==> src/rtl/preg_freelist_alloc_if.sv <==
// Free-list bus between rename (master) and the free-list controller (slave).
//  alloc_req/alloc_ready/alloc_preg : show-ahead allocation handshake
//  commit_valid/commit_old_prd      : release of a committing instr's old_prd
//  flush_valid                      : drop all speculative allocations
//  free_count                       : speculative free entries
interface preg_freelist_alloc_if #(
  parameter int PREG_W = 6,
  parameter int PTR_W  = 5
);
  logic              alloc_req;
  logic              alloc_ready;
  logic [PREG_W-1:0] alloc_preg;
  logic              commit_valid;
  logic [PREG_W-1:0] commit_old_prd;
  logic              flush_valid;
  logic [PTR_W:0]    free_count;

  modport master (
    output alloc_req, commit_valid, commit_old_prd, flush_valid,
    input  alloc_ready, alloc_preg, free_count
  );

  modport slave (
    input  alloc_req, commit_valid, commit_old_prd, flush_valid,
    output alloc_ready, alloc_preg, free_count
  );
endinterface

==> src/rtl/preg_freelist_alloc.sv <==
// Physical-register free list feeding rename.
// Circular buffer of free preg indices with three pointers:
//  spec_head   - next entry handed to rename (speculative)
//  commit_head - spec_head as seen by committed instrs; flush restores to it
//  tail        - where committing instrs release their old_prd
// Ports:
//  clock, reset : clock and synchronous active-high reset
//  bus (slave)  : alloc handshake, commit release, flush, free_count
module preg_freelist_alloc #(
  parameter int PREG_NUM = 64,
  parameter int LREG_NUM = 32,
  parameter int PREG_W   = $clog2(PREG_NUM),
  parameter int DEPTH    = PREG_NUM - LREG_NUM,
  parameter int PTR_W    = $clog2(DEPTH)
) (
  input logic                 clock,
  input logic                 reset,
  preg_freelist_alloc_if.slave bus
);
  localparam logic [PTR_W:0] DEPTH_P = (PTR_W+1)'(DEPTH);

  logic [PREG_W-1:0] mem [DEPTH];
  // Pointers carry one extra wrap bit so full and empty are distinguishable.
  logic [PTR_W:0]    spec_head, commit_head, tail;
  logic              alloc_fire;

  assign bus.alloc_ready = (tail != spec_head);
  assign bus.alloc_preg  = mem[spec_head[PTR_W-1:0]];
  assign bus.free_count  = tail - spec_head;
  // A flush cancels any allocation requested in the same cycle.
  assign alloc_fire      = bus.alloc_req & bus.alloc_ready & ~bus.flush_valid;

  always_ff @(posedge clock) begin
    if (reset) begin
      for (int i = 0; i < DEPTH; i++) mem[i] <= PREG_W'(LREG_NUM + i);
      spec_head   <= '0;
      commit_head <= '0;
      tail        <= DEPTH_P;
    end else begin
      if (bus.commit_valid) begin
        mem[tail[PTR_W-1:0]] <= bus.commit_old_prd;
        tail                 <= tail + 1'b1;
        commit_head          <= commit_head + 1'b1;
      end
      // Flush restores the committed head including this cycle's commit.
      if (bus.flush_valid)
        spec_head <= bus.commit_valid ? commit_head + 1'b1 : commit_head;
      else if (alloc_fire)
        spec_head <= spec_head + 1'b1;
    end
  end

  // Released entries can never exceed the list capacity.
  a_no_over_release: assert property (@(posedge clock) disable iff (reset)
    (PTR_W+1)'(tail - commit_head) <= DEPTH_P);
  // Commit may only retire entries that were actually allocated.
  a_commit_behind_spec: assert property (@(posedge clock) disable iff (reset)
    (PTR_W+1)'(spec_head - commit_head) <= DEPTH_P);
endmodule

==> src/flat_wrapper.sv <==
// flat-port wrapper written by rule: the top's interface ports become plain ports
module preg_freelist_alloc_flat 
#(
  parameter int PREG_NUM = 64,
  parameter int LREG_NUM = 32,
  parameter int PREG_W   = $clog2(PREG_NUM),
  parameter int DEPTH    = PREG_NUM - LREG_NUM,
  parameter int PTR_W    = $clog2(DEPTH)
)
  (clock, reset, bus_alloc_req, bus_commit_valid, bus_commit_old_prd, bus_flush_valid, bus_alloc_ready, bus_alloc_preg, bus_free_count);
  preg_freelist_alloc_if #(.PREG_W(PREG_W), .PTR_W(PTR_W)) bus_i ();
  input logic clock;
  input logic reset;
  input wire logic [$bits(bus_i.alloc_req)-1:0] bus_alloc_req;
  input wire logic [$bits(bus_i.commit_valid)-1:0] bus_commit_valid;
  input wire logic [$bits(bus_i.commit_old_prd)-1:0] bus_commit_old_prd;
  input wire logic [$bits(bus_i.flush_valid)-1:0] bus_flush_valid;
  output wire logic [$bits(bus_i.alloc_ready)-1:0] bus_alloc_ready;
  output wire logic [$bits(bus_i.alloc_preg)-1:0] bus_alloc_preg;
  output wire logic [$bits(bus_i.free_count)-1:0] bus_free_count;
  assign bus_i.alloc_req = bus_alloc_req;
  assign bus_i.commit_valid = bus_commit_valid;
  assign bus_i.commit_old_prd = bus_commit_old_prd;
  assign bus_i.flush_valid = bus_flush_valid;
  assign bus_alloc_ready = bus_i.alloc_ready;
  assign bus_alloc_preg = bus_i.alloc_preg;
  assign bus_free_count = bus_i.free_count;
  preg_freelist_alloc #(.PREG_NUM(PREG_NUM), .LREG_NUM(LREG_NUM), .PREG_W(PREG_W), .DEPTH(DEPTH), .PTR_W(PTR_W)) u_core (.clock(clock), .reset(reset), .bus(bus_i));
endmodule
==> config.mk <==
export PLATFORM = sky130hd
export DESIGN_NAME = preg_freelist_alloc_flat
export DESIGN_NICKNAME = d
export VERILOG_FILES = /design/src/rtl/preg_freelist_alloc_if.sv /design/src/rtl/preg_freelist_alloc.sv /design/src/flat_wrapper.sv
export SDC_FILE = /design/constraint.sdc
export NUM_CORES = 1
export LEC_CHECK = 0
export BUFFER_PORTS_ARGS = -buffer_cell sky130_fd_sc_hd__buf_2
export CAP_MARGIN = 20
export CORE_MARGIN = 3
export CORE_UTILIZATION = 50
export CTS_BUF_LIST = sky130_fd_sc_hd__clkbuf_4
export DETAILED_ROUTE_END_ITERATION = 10
export HOLD_SLACK_MARGIN = 0.03
export PLACE_DENSITY = 0.75
export SLEW_MARGIN = 20
export SYNTH_ARGS = -nofsm -noshare
export SYNTH_HDL_FRONTEND = slang
export SYNTH_SLANG_ARGS = --single-unit
==> constraint.sdc <==
create_clock -name clock -period 4.6 [get_ports clock]
set_input_delay 0.23 -clock clock [delete_from_list [all_inputs] [get_ports clock]]
set_output_delay 0.23 -clock clock [all_outputs]
set_load 0.03 [all_outputs]
==> results of run 1 <==
[registers in the layout (all words and copies together), names as in the netlist, named ones only]
signal              flops
u_core.mem            192
u_core.commit_head      6
u_core.spec_head        6
u_core.tail             6
[routing by layer]
metal	routed length [µm]	vias to the layer above	GRT usage (%)
met5	0	-	0
met4	584	0	8.43
met3	2470	58	5.00
met2	11200	398	34.5
met1	9200	3235	29.7
li1	-	2921	-
[worst max-delay path by stage]
stage,from,endpoint,slack [ns],cells after the start
finish,flop,bus_alloc_preg[2],1.47,4
global route,flop,bus_alloc_preg[1],1.24,4
CTS,flop,bus_alloc_preg[0],1.28,4
detailed placement,bus_commit_valid,u_core.mem[30][3]$_SDFFCE_PN1P_,1.85,5
global placement,flop,bus_alloc_preg[0],2.00,4
floorplan,flop,bus_alloc_preg[0],2.28,5
[cells in the mapped netlist, types with 7 or more instances]
cell type                    n  area, µm²
sky130_fd_sc_hd__nand2_1    65        244
sky130_fd_sc_hd__a21oi_1     7       35.0
sky130_fd_sc_hd__inv_1      16       60.1
sky130_fd_sc_hd__mux4_2     48       1080
sky130_fd_sc_hd__xor2_1      8       70.1
sky130_fd_sc_hd__nor2_1     48        180
sky130_fd_sc_hd__o22ai_1    24        150
sky130_fd_sc_hd__clkbuf_1   52        195
sky130_fd_sc_hd__ha_1       11        138
sky130_fd_sc_hd__dfxtp_1    23        460
sky130_fd_sc_hd__and2_1     25        156
sky130_fd_sc_hd__edfxtp_1  192       5770
sky130_fd_sc_hd__or3_1      60        375
sky130_fd_sc_hd__nor3_1     52        260
sky130_fd_sc_hd__xnor2_1     8       70.1
sky130_fd_sc_hd__buf_2      12       60.1
sky130_fd_sc_hd__o21ai_0    30        150
[final cells by class]
| cell class | count | area (µm²) | share of cell area [%] |
|---|---|---|---|
| sequential | 215 | 6230 | 56.7 |
| clock buffer | 86 | 646 | 5.87 |
| tap | 265 | 332 | 3.01 |
| antenna | 2 | 5.00 | 0.0455 |
| clock inverter | 13 | 103 | 0.933 |
| multi-input combinational | 450 | 3380 | 30.7 |
| inverter | 17 | 63.8 | 0.580 |
| timing repair buffer | 38 | 235 | 2.14 |
[cell families (layout without fill, tap and decap cells)]
logic type | after synthesis | count (layout) | synth area share (%)
xor gates and xnor gates | 16 | 16 | 1.40
buffers and inverters | 90 | 154 | 3.76
muxes | 51 | 51 | 11.1
and+or+nand+nor | 292 | 292 | 15.0
other | 0 | 2 | 0
adders and majority gates | 12 | 12 | 1.58
DFF | 215 | 215 | 62.4
AOI/OAI and AO/OA | 79 | 79 | 4.81
[per-stage QoR]
stage                     setup slack (ns)  utilization [%]
after global placement                2.00             52.2
after CTS                             1.28             56.3
final                                 1.47             56.3
after global routing                  1.24             56.3
after detailed placement              1.85             52.2
after floorplan                       2.28                -
[worst register-to-register path, stage by stage (launching register included)]
cell and delay [ns]:
sky130_fd_sc_hd__dfxtp_1 0.37, sky130_fd_sc_hd__inv_1 0.14, sky130_fd_sc_hd__ha_1 0.16, sky130_fd_sc_hd__nand2_1 0.60, sky130_fd_sc_hd__buf_4 0.44, sky130_fd_sc_hd__o21ai_0 0.62
[report_power, final]
part	switching [mW]	internal, mW	leakage (nW)
sequential	0.0514	2.16	1.78
clock	0.757	0.956	0.444
combinational	0.232	0.126	0.990
total	1.04	3.24	3.21
==> metrics.txt, run 1 <==
# TYPE chip_impl_metric gauge
chip_impl_info{name="commonest_non_fill_non_tap_cells_in_the_layout",value="sky130_fd_sc_hd__edfxtp_1 (192), sky130_fd_sc_hd__clkbuf_4 (86), sky130_fd_sc_hd__nand2_1 (65)"} 1
chip_impl_metric{name="flow.area_growth_from_synthesis",unit="%"} 10.2
chip_impl_metric{name="final_cell_area",unit="µm²"} 11000
chip_impl_metric{name="antenna_violating_nets_post_route",unit=""} 0
chip_impl_metric{name="grt_antenna_before_repair",unit=""} 1
chip_impl_metric{name="wl_per_cell",unit="µm"} 21.6
chip_impl_metric{name="die-width",unit="µm"} 147
chip_impl_metric{name="cts-htree-levels",unit=""} 2
chip_impl_info{name="main_synth_ff_type",value="sky130_fd_sc_hd__edfxtp_1"} 1
chip_impl_metric{name="worstMarginPinSlew",unit="ns"} 1.09
chip_impl_metric{name="timing.critical_path.arrival",unit="ns"} 2.90
chip_impl_metric{name="floorplan.initialDensity",unit="%"} 51.1
chip_impl_info{name="crit_path_cell_trace",value="mux4_2, o22ai_1, nor4_1, buf_2"} 1
chip_impl_info{name="worstSetupStartpointType",value="flop"} 1
chip_impl_metric{name="chipHeight",unit="µm"} 147
chip_impl_metric{name="full_die_area",unit="µm²"} 21700
chip_impl_metric{name="synth_fp_nets",unit=""} 778
chip_impl_metric{name="power_per_cell_area",unit="nW/µm²"} 389
chip_impl_info{name="mostFrequentLayoutCell",value="sky130_fd_sc_hd__edfxtp_1"} 1
chip_impl_metric{name="max-slew-margin-rel",unit="%"} 27.3
chip_impl_metric{name="finish.cell_count_without_fillers",unit=""} 1086
chip_impl_metric{name="post_synth.cell_area_avg",unit="µm²"} 13.2
chip_impl_metric{name="finalWeightedCongestion",unit=""} 0.898
chip_impl_metric{name="critical_path_required",unit="ns"} 4.37
chip_impl_metric{name="buffer_ports.inserted",unit=""} 23
chip_impl_info{name="hold_path_end",value="u_core.mem[20][4]$_SDFFCE_PN1P_"} 1
chip_impl_metric{name="cts_resized",unit=""} 0
chip_impl_metric{name="tritoncts.num_buffers",unit=""} 55
chip_impl_metric{name="cts.clk_slew.worst_paths",unit="ns"} 0.06
chip_impl_metric{name="edff_count_synth",unit=""} 192
chip_impl_metric{name="worst-r2r-cell-count",unit=""} 5
chip_impl_metric{name="yosys_warnings",unit=""} 0
chip_impl_info{name="crit-reg2reg-launch",value="u_core.tail[0]$_SDFFE_PP0P_"} 1
chip_impl_metric{name="synth_sequential_area_ratio",unit="%"} 62.4
chip_impl_metric{name="route.detailed.drc",unit=""} 0
chip_impl_metric{name="fp-row-count",unit=""} 51
chip_impl_metric{name="tns",unit="ns"} 0
chip_impl_metric{name="post-cts-setup-buffers",unit=""} 0
chip_impl_info{name="criticalPathCategory",value="flop to primary output"} 1
chip_impl_metric{name="r2r_setup_slack",unit="ns"} 1.93
chip_impl_metric{name="finalHoldViolations",unit=""} 0
chip_impl_info{name="rsz0062_at_grt",value="false"} 1
chip_impl_metric{name="netlist-cell-type-count",unit=""} 45
chip_impl_metric{name="route.detailed.vias_per_inst",unit=""} 6.09
chip_impl_metric{name="post_synth_instance_area",unit="µm²"} 9980
chip_impl_metric{name="min_path_cells",unit=""} 4
chip_impl_info{name="timing.hold.worst.start",value="bus_commit_old_prd[4]"} 1
chip_impl_metric{name="postSynthRegisterBits",unit=""} 215
chip_impl_info{name="status",value="finished clean"} 1
chip_impl_metric{name="firstDrtPassIters",unit=""} 5
chip_impl_metric{name="global_route.overflow_total",unit=""} 0
chip_impl_info{name="cts.root.buffer_cell",value="sky130_fd_sc_hd__clkbuf_4"} 1
chip_impl_metric{name="io_pins",unit=""} 24
chip_impl_info{name="worst_hold_path_type",value="input port to flop"} 1
chip_impl_info{name="worst_path_dominant_cell_family",value="flip-flops"} 1
chip_impl_metric{name="synth-async-reset-ratio",unit="%"} 0
chip_impl_metric{name="placement.cell_area",unit="µm²"} 10200
chip_impl_info{name="crit-reg2reg-capture",value="u_core.mem[30][3]$_SDFFCE_PN1P_"} 1
chip_impl_metric{name="route.vias.total",unit=""} 6612
chip_impl_metric{name="grt_first_pass_wirelength",unit="µm"} 36400
chip_impl_metric{name="timing.clock.skew",unit="ns"} 0.0425
chip_impl_metric{name="worst_hold_slack",unit="ns"} 0.145
chip_impl_metric{name="grt_util_all_layers",unit="%"} 21.8
chip_impl_metric{name="ir_drop",unit="V"} 0.000191
chip_impl_metric{name="post_cts_hold_buffer_count",unit=""} 4
chip_impl_metric{name="syn_inst",unit=""} 755
chip_impl_metric{name="clock.fmax",unit="MHz"} 320
chip_impl_metric{name="placed_wire_length_estimate_after_detailed_placement",unit="µm"} 14700
chip_impl_metric{name="place.detailed.instances",unit=""} 980
chip_impl_metric{name="grt_start_max_net_pins",unit=""} 49
chip_impl_metric{name="setup_violations",unit=""} 0
chip_impl_metric{name="finalNetCount",unit=""} 800
chip_impl_metric{name="maximum_count_of_clock_buffers_along_a_single_path",unit=""} 3
chip_impl_metric{name="drt_iter0_drc",unit=""} 652
chip_impl_metric{name="count_of_buffering_cells_on_the_critical_path_with_inverters_included",unit=""} 1
chip_impl_metric{name="worst_skew_pair.late_latency",unit="ns"} 0.67
chip_impl_metric{name="grt_pass1_vias",unit=""} 6591
chip_impl_metric{name="wl",unit="µm"} 23500
chip_impl_metric{name="drv_cap",unit=""} 0
chip_impl_metric{name="post-route-period-util",unit="%"} 68.0
chip_impl_info{name="cts_tree",value="yes"} 1
chip_impl_metric{name="fillCellCount",unit=""} 1579
chip_impl_metric{name="power.static_leakage",unit="nW"} 3.21
chip_impl_metric{name="crit_path_largest_cell_delay",unit="ns"} 0.97
chip_impl_metric{name="number_of_sinks_handled_by_clock_tree_synthesis",unit=""} 215
chip_impl_info{name="crit_path_end_kind",value="primary output"} 1
chip_impl_info{name="critical-path-slowest-cell",value="sky130_fd_sc_hd__dfxtp_4"} 1
chip_impl_metric{name="timing.final.crit_period",unit="ns"} 3.13
chip_impl_metric{name="slew_viol_final",unit=""} 0
chip_impl_metric{name="fraction_of_layout_instances_using_a_drive_strength_above_1",unit="%"} 21.6
chip_impl_metric{name="coreArea",unit="µm²"} 19500
chip_impl_metric{name="path_max_fanout",unit=""} 48
chip_impl_metric{name="total_power",unit="mW"} 4.28
(Power assumes the default switching activity.)
==> inputs of run 2 (changes only) <==
- ABC_AREA: unset -> 1
- PLACE_DENSITY: 0.75 -> 0.78
- clock period: 4.6 -> 2.73 ns (I/O delays scaled with it)
==> run 2 against run 1 <==
Net effect:
- critical path depth increased by 2
- register-to-register slack got worse by 1.6 ns
- hold slack got worse by 0.076 ns
- setup slack got worse by 1.3 ns
- clock power increased by 55%
- global-route usage about the same
- synthesized cell count increased by 53%
- clock skew decreased by 0.014 ns
- core utilization increased by 0.20 points
- largest cell class unchanged
==> metrics.txt, run 2 <==
# TYPE chip_impl_metric gauge
chip_impl_metric{name="timing.critical_path.arrival",unit="ns"} 2.41
chip_impl_metric{name="grt_antenna_before_repair",unit=""} 0
chip_impl_info{name="main_synth_ff_type",value="sky130_fd_sc_hd__edfxtp_1"} 1
chip_impl_metric{name="worstMarginPinSlew",unit="ns"} 0.924
chip_impl_metric{name="drt_iter0_drc",unit=""} 771
chip_impl_info{name="ys_top_cells_by_count",value="sky130_fd_sc_hd__nand2_1 (443), sky130_fd_sc_hd__edfxtp_1 (192), sky130_fd_sc_hd__nand3_1 (158)"} 1
chip_impl_metric{name="cts.clk_slew.worst_paths",unit="ns"} 0.07
chip_impl_metric{name="timing.clock.skew",unit="ns"} 0.0282
chip_impl_metric{name="buffer_ports.inserted",unit=""} 23
chip_impl_info{name="mostFrequentLayoutCell",value="sky130_fd_sc_hd__nand2_1"} 1
chip_impl_info{name="netlist.top_cell.by_area",value="sky130_fd_sc_hd__edfxtp_1"} 1
chip_impl_metric{name="wl",unit="µm"} 24200
chip_impl_metric{name="path_max_fanout",unit=""} 4
chip_impl_metric{name="syn_inst",unit=""} 1156
chip_impl_metric{name="insertedDiodeCount",unit=""} 0
chip_impl_metric{name="min_path_cells",unit=""} 4
chip_impl_metric{name="power.static_leakage",unit="nW"} 4.31
chip_impl_metric{name="firstDrtPassIters",unit=""} 7
chip_impl_metric{name="ir_drop",unit="V"} 0.000473
chip_impl_metric{name="route.detailed.drc",unit=""} 0
chip_impl_metric{name="yosys_warnings",unit=""} 0
chip_impl_metric{name="netlist-cell-type-count",unit=""} 34
chip_impl_info{name="timing.critical_path.from",value="u_core.tail[0]$_SDFFE_PP0P_"} 1
chip_impl_metric{name="finish.cell_count_without_fillers",unit=""} 1503
chip_impl_metric{name="edff_count_synth",unit=""} 192
chip_impl_metric{name="drv_cap",unit=""} 0
chip_impl_metric{name="chipHeight",unit="µm"} 151
chip_impl_metric{name="timing.final.crit_period",unit="ns"} 2.55
chip_impl_info{name="cts_tree",value="yes"} 1
chip_impl_metric{name="placed_wire_length_estimate_after_detailed_placement",unit="µm"} 15100
chip_impl_metric{name="place.detailed.instances",unit=""} 1400
chip_impl_metric{name="critical_path_required",unit="ns"} 2.59
chip_impl_metric{name="fraction_of_layout_instances_using_a_drive_strength_above_1",unit="%"} 16.0
chip_impl_info{name="crit_path_cell_trace",value="inv_1, ha_1, fa_1, o21ai_1, xor2_1, clkbuf_4"} 1
chip_impl_metric{name="power.sequential.fraction",unit="%"} 50.3
chip_impl_metric{name="setup_violations",unit=""} 0
chip_impl_metric{name="synth-async-reset-ratio",unit="%"} 0
chip_impl_info{name="commonest_non_fill_non_tap_cells_in_the_layout",value="sky130_fd_sc_hd__nand2_1 (443), sky130_fd_sc_hd__edfxtp_1 (192), sky130_fd_sc_hd__nand3_1 (158)"} 1
chip_impl_metric{name="finalWeightedCongestion",unit=""} 0.839
chip_impl_metric{name="cts-htree-levels",unit=""} 2
chip_impl_info{name="crit-reg2reg-launch",value="u_core.spec_head[4]$_SDFFE_PP0P_"} 1
chip_impl_info{name="crit_path_end_kind",value="primary output"} 1
chip_impl_metric{name="synthDominantCellAreaShare",unit="%"} 54.6
chip_impl_metric{name="total_power",unit="mW"} 7.29
chip_impl_metric{name="share_comb_of_total_power",unit="%"} 13.3
chip_impl_info{name="synth_area_leaders",value="sky130_fd_sc_hd__edfxtp_1 (55%), sky130_fd_sc_hd__nand2_1 (16%), sky130_fd_sc_hd__nand3_1 (7.5%)"} 1
chip_impl_metric{name="postSynthRegisterBits",unit=""} 215
chip_impl_metric{name="internal_power",unit="mW"} 5.32
chip_impl_metric{name="wl_per_cell",unit="µm"} 16.1
chip_impl_info{name="registers.top_by_ff_count",value="u_core.mem"} 1
chip_impl_metric{name="full_die_area",unit="µm²"} 22900
chip_impl_info{name="crit-reg2reg-capture",value="u_core.spec_head[4]$_SDFFE_PP0P_"} 1
chip_impl_info{name="rsz0062_at_grt",value="false"} 1
chip_impl_metric{name="finalNetCount",unit=""} 1219
chip_impl_metric{name="slew_viol_final",unit=""} 0
chip_impl_metric{name="floorplan.initialDensity",unit="%"} 51.5
chip_impl_metric{name="antenna_violating_nets_post_route",unit=""} 0
chip_impl_info{name="critical-path-slowest-cell",value="sky130_fd_sc_hd__fa_1"} 1
chip_impl_metric{name="route.vias.total",unit=""} 8020
chip_impl_metric{name="post_synth_instance_area",unit="µm²"} 10600
chip_impl_metric{name="clock.fmax",unit="MHz"} 392
chip_impl_metric{name="die-width",unit="µm"} 151
chip_impl_metric{name="r2r_setup_slack",unit="ns"} 0.36
chip_impl_metric{name="global_route.overflow_total",unit=""} 0
chip_impl_metric{name="worst_skew_pair.late_latency",unit="ns"} 0.66
chip_impl_metric{name="grt_util_all_layers",unit="%"} 21.8
chip_impl_metric{name="worst-r2r-cell-count",unit=""} 9
chip_impl_metric{name="power_per_cell_area",unit="nW/µm²"} 629
chip_impl_metric{name="flow.area_growth_from_synthesis",unit="%"} 9.78
chip_impl_metric{name="max-slew-margin-rel",unit="%"} 37.7
chip_impl_metric{name="number_of_sinks_handled_by_clock_tree_synthesis",unit=""} 215
chip_impl_metric{name="coreArea",unit="µm²"} 20500
chip_impl_info{name="worstSetupStartpointType",value="flop"} 1
chip_impl_info{name="worst_hold_path_type",value="input port to flop"} 1
chip_impl_metric{name="post_synth.cell_area_avg",unit="µm²"} 9.13
chip_impl_metric{name="tritoncts.num_buffers",unit=""} 54
chip_impl_metric{name="tns",unit="ns"} 0
chip_impl_metric{name="switching_share",unit="%"} 27.1
chip_impl_info{name="status",value="finished clean"} 1
chip_impl_metric{name="largest_register_ff_count",unit=""} 192
chip_impl_info{name="criticalPathCategory",value="flop to primary output"} 1
chip_impl_metric{name="grt_start_max_net_pins",unit=""} 97
chip_impl_metric{name="maximum_count_of_clock_buffers_along_a_single_path",unit=""} 3
chip_impl_info{name="worst_setup_path_endpoint",value="bus_free_count[4]"} 1
chip_impl_metric{name="io_pins",unit=""} 24
chip_impl_metric{name="fp-row-count",unit=""} 52
chip_impl_metric{name="synth_fp_nets",unit=""} 1179
chip_impl_metric{name="grt_first_pass_wirelength",unit="µm"} 38400
chip_impl_metric{name="switchingPower",unit="mW"} 1.98
chip_impl_info{name="most_frequent_cell_after_synthesis",value="sky130_fd_sc_hd__nand2_1"} 1
chip_impl_metric{name="grt_pass1_vias",unit=""} 7654
chip_impl_metric{name="post-route-period-util",unit="%"} 93.4
chip_impl_metric{name="finalHoldViolations",unit=""} 0
chip_impl_metric{name="clockPowerShare",unit="%"} 36.4
chip_impl_metric{name="route.detailed.vias_per_inst",unit=""} 5.34
chip_impl_metric{name="crit_path_largest_cell_delay",unit="ns"} 0.41
chip_impl_info{name="cts.root.buffer_cell",value="sky130_fd_sc_hd__clkbuf_4"} 1
chip_impl_metric{name="synth_sequential_area_ratio",unit="%"} 59.0
-- run 2: cell count changes in the layout (fill, tap and decap cells not counted), moves of 20 or more --
cell / change
sky130_fd_sc_hd__or3_1: -60
sky130_fd_sc_hd__nor3_1: -47
sky130_fd_sc_hd__nor2_4: +23
sky130_fd_sc_hd__nand2_1: +378
sky130_fd_sc_hd__mux4_2: -48
sky130_fd_sc_hd__o21ai_0: -20
sky130_fd_sc_hd__inv_1: +25
sky130_fd_sc_hd__nor2_1: +61
sky130_fd_sc_hd__and2_1: -25
sky130_fd_sc_hd__nand3_1: +152
sky130_fd_sc_hd__o22ai_1: -24
sky130_fd_sc_hd__inv_2: +29
-- run 2: worst min path at each step --
stage	start	end	slack (ns)
2_1_floorplan	reset	u_core.tail[5]$_SDFFE_PP1P_	0.24
3_3_place_gp	u_core.tail[5]$_SDFFE_PP1P_	u_core.tail[5]$_SDFFE_PP1P_	0.49
3_5_place_dp	u_core.tail[5]$_SDFFE_PP1P_	u_core.tail[5]$_SDFFE_PP1P_	0.50
4_1_cts	bus_commit_old_prd[3]	u_core.mem[13][3]$_SDFFCE_PN1P_	0.04
5_1_grt	bus_commit_old_prd[3]	u_core.mem[31][3]$_SDFFCE_PN1P_	0.06
6_report	bus_commit_old_prd[3]	u_core.mem[30][3]$_SDFFCE_PN1P_	0.07
-- run 2: cells by family (layout without fill, tap and decap cells) --
| family | Yosys count | count (layout) | synth area share (%) |
|---|---|---|---|
| compound gates | 31 | 31 | 1.66 |
| xor+xnor | 8 | 8 | 0.664 |
| fa+ha+maj | 12 | 12 | 1.49 |
| buf+inv | 135 | 212 | 5.80 |
| flops | 215 | 215 | 59.0 |
| mux | 1 | 1 | 0.0949 |
| simple gates | 754 | 754 | 31.3 |
-- run 2: final cells by class --
class / instances / area [µm²]
Multi-Input combinational cell: 806 / 3710
Clock buffer: 86 / 646
Tap cell: 270 / 338
Clock inverter: 7 / 31.3
Sequential cell: 215 / 6230
Fill cell: 1791 / 8910
Inverter: 71 / 272
Timing Repair Buffer: 48 / 355
-- run 2: metrics by stage --
stage | area, µm² | setup WS [ns] | util [%] | hold slack, ns
6_report | 11600 | 0.181 | 56.5 | 0.0687
5_1_grt | 11600 | 0.0175 | 56.5 | 0.0602
4_1_cts | 11600 | 0.0763 | 56.5 | 0.0356
3_5_place_dp | 10800 | 0.738 | 52.7 | 0.501
3_3_place_gp | 10800 | 0.769 | 52.7 | 0.489
2_1_floorplan | 10600 | 0.832 | - | 0.236
-- run 2: power by group through the flow --
stage / Clock [mW] / Sequential [mW] / Combinational [mW]
after floorplan: 0 / 3.73 / 0.707
after global placement: 0 / 3.74 / 0.937
after detailed placement: 0 / 3.74 / 0.951
after CTS: 2.70 / 3.67 / 0.967
after global routing: 2.87 / 3.68 / 1.07
final: 2.65 / 3.67 / 0.968
-- run 2: what timing repair did --
action / CTS / global route
hold buffers: 10 / 0
hold endpoints to repair: 33 / 0
endpoints found under the setup margin: 0 / 3
gates resized for setup: 0 / 4
buffers inserted: 0 / 0
-- run 2: metal layers --
| metal | vias to the layer above | GRT usage [%] | part of all wire (%) |
|---|---|---|---|
| met5 | - | 0 | 0 |
| met4 | 0 | 8.84 | 3.2 |
| met3 | 72 | 4.25 | 9.5 |
| met2 | 382 | 35.4 | 47 |
| met1 | 3668 | 28.8 | 40 |
| li1 | 3898 | - | - |
-- run 2: critical path, delay by kind of cell (launching register included) --
kind	cells	cell delay (ns)
xor gates and xnor gates	1	0.19
AOI/OAI and AO/OA	1	0.18
DFF	1	0.38
adders and majority gates	2	0.65
buffers and inverters	2	0.34
